## config.mk

```make
export PLATFORM = sky130hd
export DESIGN_NAME = arm_mem_arbiter
export DESIGN_NICKNAME = d
export VERILOG_FILES = /design/src/rtl/arm_mem_arbiter.sv
export SDC_FILE = /design/constraint.sdc
export NUM_CORES = 1
export LEC_CHECK = 0
export ABC_AREA = 1
export CAP_MARGIN = 20
export CELL_PAD_IN_SITES_DETAIL_PLACEMENT = 1
export CELL_PAD_IN_SITES_GLOBAL_PLACEMENT = 1
export CORE_MARGIN = 2
export CORE_UTILIZATION = 46
export CTS_BUF_LIST = sky130_fd_sc_hd__clkbuf_16
export CTS_CLUSTER_DIAMETER = 120
export CTS_CLUSTER_SIZE = 20
export DETAILED_ROUTE_END_ITERATION = 8
export DONT_BUFFER_PORTS = 1
export PLACE_DENSITY_LB_ADDON = 0.08
export SKIP_CTS_REPAIR_TIMING = 1
export SYNTH_ARGS = -nofsm -noshare
export SYNTH_HDL_FRONTEND = slang
export SYNTH_SLANG_ARGS = --single-unit
```

## constraint.sdc

```tcl
create_clock -name clk -period 1.9 [get_ports clk]
set_input_delay 0.38 -clock clk [delete_from_list [all_inputs] [get_ports clk]]
set_output_delay 0.38 -clock clk [all_outputs]
set_load 0.1 [all_outputs]
```

## src/rtl/arm_mem_arbiter.sv

```systemverilog
// arm_mem_arbiter: shares one variable-latency memory between the instruction
// fetch port and the data port. One access at a time, registered memory
// request, one-cycle ready per port, and a timeout abort that flags err.
// Optional feature macro: ARM_ARB_ROUNDROBIN_EN. When it is defined, the port
// not granted most recently wins a tie. When it is undefined, data wins a tie.
module arm_mem_arbiter #(
    parameter int ADDR_W  = 32,
    parameter int DATA_W  = 32,
    parameter int TIMEOUT = 16
) (
    input  logic                clk,
    input  logic                reset,
    input  logic                i_req,
    input  logic [ADDR_W-1:0]   i_addr,
    output logic [DATA_W-1:0]   i_rdata,
    output logic                i_ready,
    input  logic                d_req,
    input  logic                d_we,
    input  logic [DATA_W/8-1:0] d_be,
    input  logic [ADDR_W-1:0]   d_addr,
    input  logic [DATA_W-1:0]   d_wdata,
    output logic [DATA_W-1:0]   d_rdata,
    output logic                d_ready,
    output logic                m_req,
    output logic                m_we,
    output logic [DATA_W/8-1:0] m_be,
    output logic [ADDR_W-1:0]   m_addr,
    output logic [DATA_W-1:0]   m_wdata,
    input  logic [DATA_W-1:0]   m_rdata,
    input  logic                m_ack,
    output logic                err
);
    localparam int BE_W  = DATA_W / 8;
    localparam int CNT_W = (TIMEOUT > 1) ? $clog2(TIMEOUT) : 1;
    // Final count value before the abort; unused when TIMEOUT is 0.
    localparam logic [CNT_W-1:0] CNT_LAST = CNT_W'((TIMEOUT > 0) ? TIMEOUT - 1 : 0);

    typedef enum logic [1:0] {IDLE, IBUS, DBUS, DONE} state_t;

    state_t              state_reg, state_next;
    logic                m_req_reg, m_req_next;
    logic                m_we_reg, m_we_next;
    logic [BE_W-1:0]     m_be_reg, m_be_next;
    logic [ADDR_W-1:0]   m_addr_reg, m_addr_next;
    logic [DATA_W-1:0]   m_wdata_reg, m_wdata_next;
    logic [DATA_W-1:0]   i_rdata_reg, i_rdata_next;
    logic [DATA_W-1:0]   d_rdata_reg, d_rdata_next;
    logic                i_ready_reg, i_ready_next;
    logic                d_ready_reg, d_ready_next;
    logic                err_reg, err_next;
    logic [CNT_W-1:0]    cnt_reg, cnt_next;
    logic                grant_d;
    logic                timeout_hit;

`ifdef ARM_ARB_ROUNDROBIN_EN
    // 1 = data port is preferred on the next tie.
    logic                rr_data_reg, rr_data_next;

    // Tie goes to the port that was not served last; a lone request always wins.
    assign grant_d = d_req && (!i_req || rr_data_reg);
`else
    // Fixed priority: data beats instruction fetch.
    assign grant_d = d_req;
`endif

    // Abort fires on the last allowed wait cycle; TIMEOUT of 0 never aborts.
    assign timeout_hit = (TIMEOUT > 0) && (cnt_reg == CNT_LAST);

    // Next-state and next-output logic; pulses default low every cycle.
    always_comb begin
        state_next   = state_reg;
        m_req_next   = m_req_reg;
        m_we_next    = m_we_reg;
        m_be_next    = m_be_reg;
        m_addr_next  = m_addr_reg;
        m_wdata_next = m_wdata_reg;
        i_rdata_next = i_rdata_reg;
        d_rdata_next = d_rdata_reg;
        i_ready_next = 1'b0;
        d_ready_next = 1'b0;
        err_next     = 1'b0;
        cnt_next     = cnt_reg;
`ifdef ARM_ARB_ROUNDROBIN_EN
        rr_data_next = rr_data_reg;
`endif
        case (state_reg)
            IDLE: begin
                if (d_req || i_req) begin
                    m_req_next = 1'b1;
                    cnt_next   = '0;
`ifdef ARM_ARB_ROUNDROBIN_EN
                    rr_data_next = !grant_d;
`endif
                    if (grant_d) begin
                        state_next   = DBUS;
                        m_we_next    = d_we;
                        m_be_next    = d_be;
                        m_addr_next  = d_addr;
                        m_wdata_next = d_wdata;
                    end else begin
                        state_next   = IBUS;
                        m_we_next    = 1'b0;
                        m_be_next    = '1;
                        m_addr_next  = i_addr;
                        m_wdata_next = '0;
                    end
                end
            end
            IBUS, DBUS: begin
                // An ack in the final timeout cycle still counts as success.
                if (m_ack || timeout_hit) begin
                    m_req_next = 1'b0;
                    state_next = DONE;
                    err_next   = !m_ack;
                    if (state_reg == IBUS) begin
                        i_rdata_next = m_ack ? m_rdata : '0;
                        i_ready_next = 1'b1;
                    end else begin
                        d_rdata_next = m_ack ? m_rdata : '0;
                        d_ready_next = 1'b1;
                    end
                end else begin
                    cnt_next = cnt_reg + 1'b1;
                end
            end
            DONE: begin
                // Requester still holds req while it sees ready; skip a cycle.
                state_next = IDLE;
            end
            default: state_next = IDLE;
        endcase
    end

    // State and output registers; reset drops m_req at once, mid-access or not.
    always_ff @(posedge clk or negedge reset) begin
        if (!reset) begin
            state_reg   <= IDLE;
            m_req_reg   <= 1'b0;
            m_we_reg    <= 1'b0;
            m_be_reg    <= '0;
            m_addr_reg  <= '0;
            m_wdata_reg <= '0;
            i_rdata_reg <= '0;
            d_rdata_reg <= '0;
            i_ready_reg <= 1'b0;
            d_ready_reg <= 1'b0;
            err_reg     <= 1'b0;
            cnt_reg     <= '0;
`ifdef ARM_ARB_ROUNDROBIN_EN
            rr_data_reg <= 1'b1;
`endif
        end else begin
            state_reg   <= state_next;
            m_req_reg   <= m_req_next;
            m_we_reg    <= m_we_next;
            m_be_reg    <= m_be_next;
            m_addr_reg  <= m_addr_next;
            m_wdata_reg <= m_wdata_next;
            i_rdata_reg <= i_rdata_next;
            d_rdata_reg <= d_rdata_next;
            i_ready_reg <= i_ready_next;
            d_ready_reg <= d_ready_next;
            err_reg     <= err_next;
            cnt_reg     <= cnt_next;
`ifdef ARM_ARB_ROUNDROBIN_EN
            rr_data_reg <= rr_data_next;
`endif
        end
    end

    assign m_req   = m_req_reg;
    assign m_we    = m_we_reg;
    assign m_be    = m_be_reg;
    assign m_addr  = m_addr_reg;
    assign m_wdata = m_wdata_reg;
    assign i_rdata = i_rdata_reg;
    assign d_rdata = d_rdata_reg;
    assign i_ready = i_ready_reg;
    assign d_ready = d_ready_reg;
    assign err     = err_reg;

endmodule
```

==> results by group <==
Outcome
  – Status: complete, but fails checks
  – Failing checks: negative hold slack

Clock network
  – Max Root-Sink Buffers: 2
  – CTS H-tree lvls: 4
  – Worst-Skew Late Latency: 0.41 ns
  – TritonCTS clock tree: done
  – Root Driver: clkbuf_16
  – Sink Count: 143
  – CTS buffer count: 17
  – Worst-path clk slew: 0.06 ns

Worst setup path
  – FF-to-FF End: d_rdata[10]
  – Crit path DAT: 2.06 ns
  – Crit path kind: register to register
  – Reg-to-Reg Start: state_reg[0]
  – Critical path startpoint category: register
  – Critical path capture point type: register
  – Reg-to-reg slack, setup: 0.16 ns
  – Max FO, Critical Path: 65
  – Crit path required time: 2.22 ns
  – Cell count of the worst reg-to-reg path: 6

Yosys
  – Number of synthesized register bits: 143
  – Mapped Area: 5750 um^2
  – Mean area per synthesized cell: 10.1 um^2
  – Simple logic cell fraction of the synthesized area: 15.3%
  – Syn nets: 711
  – Unique masters post-synth: 21
  – Synth Area in Compound Gates: 16.3%
  – Largest family of logic cells by synthesized area: compound AO/OA/AOI/OAI gates
  – Xor and xnor area share after synthesis: 0%
  – Area leader, netlist: dfrtp_1
  – Post-synthesis mux area share: 0%
  – Syn Inst Count: 569
  – Sequential-to-total area share from yosys stat: 62.3%
  – Yosys top cell area share: 62.3%
  – Yosys warning count: 0
  – Post-Synth Adder-Cell Area: 0.871%
  – Synth area leaders: dfrtp_1, nand2_1, a22o_1, nor2_1, o31ai_1

Layout
  – Final #Nets: 836
  – Synth-to-layout area growth: 28.7%
  – Register Area: 3580 um^2
  – Multi-input gate area: 1870 um^2
  – Number of antenna diodes: 0
  – Most frequent cells in the layout: nand2_1, dfrtp_1, buf_4
  – Layout cells sized above 1: 25.0%
  – Filler cell count: 1356
  – Most common cell after layout, fill and taps aside: nand2_1

STA
  – Hold Vio Cnt, Final: 143
  – Max Clock Skew: 0.00708 ns
  – WHS: -0.339 ns
  – Max_slew headroom: 52.5%
  – Final setup viols: 0
  – Setup tns final: 0 ns
  – Slew Limit Fails: 0
  – Period utilization: 91.4%
  – Min Tclk post-route: 1.74 ns
  – Unrepaired setup endpoints after global routing: false
  – Achievable frequency: 0.576 GHz
  – Worst Tran Pin Value: 0.710 ns

Routing
  – # DRC: 0
  – Via count: 4674
  – DR pass1 iterations: 4
  – Final wirelength: 16.4 mm
  – Via-to-Cell Ratio: 5.34
  – Post-DRT Antenna Nets: 0
  – Wirelength per Cell: 18.8 um
  – DRT iter0 DRCs: 299

Global routing
  – Overall Global Routing Usage: 24.6%
  – First-pass GRT wire length: 25.1 mm
  – Largest net degree at the start of global routing: 144
  – Vias in the first global route: 4972
  – Gr ovfl total: 0
  – Initial antenna violation count: 0

Flow run
  – Max Cap Violations: 0

Placed design
  – I/O Buffers: 0
  – Post-detail-place hpwl: 11.5 mm
  – Final Wtd Congestion: 0.773

Floorplanning
  – # rows: 40
  – Total core area: 12100 um^2
  – Die Height: 116 um
  – IO Count: 275
  – Chip width: 116 um
  – Initial core utilization: 47.5%
  – Die ar.: 13400 um^2

Hold path
  – Hold WC Path Type: input port to async pin
==> cell type report <==
class / instances / share of cell area, %
Clock buffer: 17 / 5.75
Clock inverter: 15 / 1.76
Inverter: 12 / 0.609
Multi-Input combinational cell: 375 / 25.3
Sequential cell: 143 / 48.4
Tap cell: 168 / 2.84
Timing Repair Buffer: 145 / 15.4
==> cell usage after synthesis <==
library cell  number
o22a_1             4
nor2_1            68
buf_6             10
a21oi_1            1
inv_1             11
o21ai_1           40
o31ai_1           32
o21ai_4            1
inv_2              1
nand3_1            6
a22o_1            33
nand2_1          152
buf_2             14
o21ai_0           30
clkbuf_1          10
dfrtp_1          143
or2_2              2
nand3b_1           1
ha_1               4
nor3_1             1
buf_4              5
==> routing by layer <==
layer  wire, um  track usage, %
met1       6090            27.5
met2       8470            43.0
met3       1430            8.11
met4        444            10.6
met5          0               0
==> how the worst max path moves through the flow <==
stage | depth (start not counted) | slack [ns] | start | end
2_1_floorplan | 8 | 0.41 | state_reg[0] | d_rdata[10]
3_3_place_gp | 8 | 0.32 | state_reg[0] | cnt_reg[3]
3_5_place_dp | 8 | 0.17 | state_reg[0] | cnt_reg[3]
4_1_cts | 6 | 0.14 | state_reg[0] | d_rdata[10]
5_1_grt | 7 | 0.03 | state_reg[0] | cnt_reg[1]
6_report | 6 | 0.16 | state_reg[0] | d_rdata[10]
==> worst max-delay path, stage by stage, from the launching register on <==
cell	delay (ns)
dfrtp_1	0.39
inv_1	0.09
ha_1	0.44
nand3b_1	0.20
buf_12	0.27
nand2_1	0.11
o21ai_1	0.13
==> per-stage QoR <==
step	cell area [um^2]	util, %	instances	hold slack, ns	setup slack (ns)
global route	7400	61.1	875	-0.361	0.0255
floorplan	5750	-	569	0.0844	0.405
global placement	6840	56.5	843	0.0873	0.319
finish	7400	61.1	875	-0.339	0.163
detailed placement	6840	56.5	843	0.0885	0.166
CTS	7400	61.1	875	-0.356	0.141
==> cell families (layout without fill, tap and decap cells) <==
group,Yosys count,count (layout)
and+or+nand+nor,230,230
DFF,143,143
AOI/OAI and AO/OA,141,141
buffers and inverters,51,189
adders and majority gates,4,4
Power is left out: the tool's default activity adds up to more than one toggle a clock period on the data nets, which glitch-free logic cannot reach.
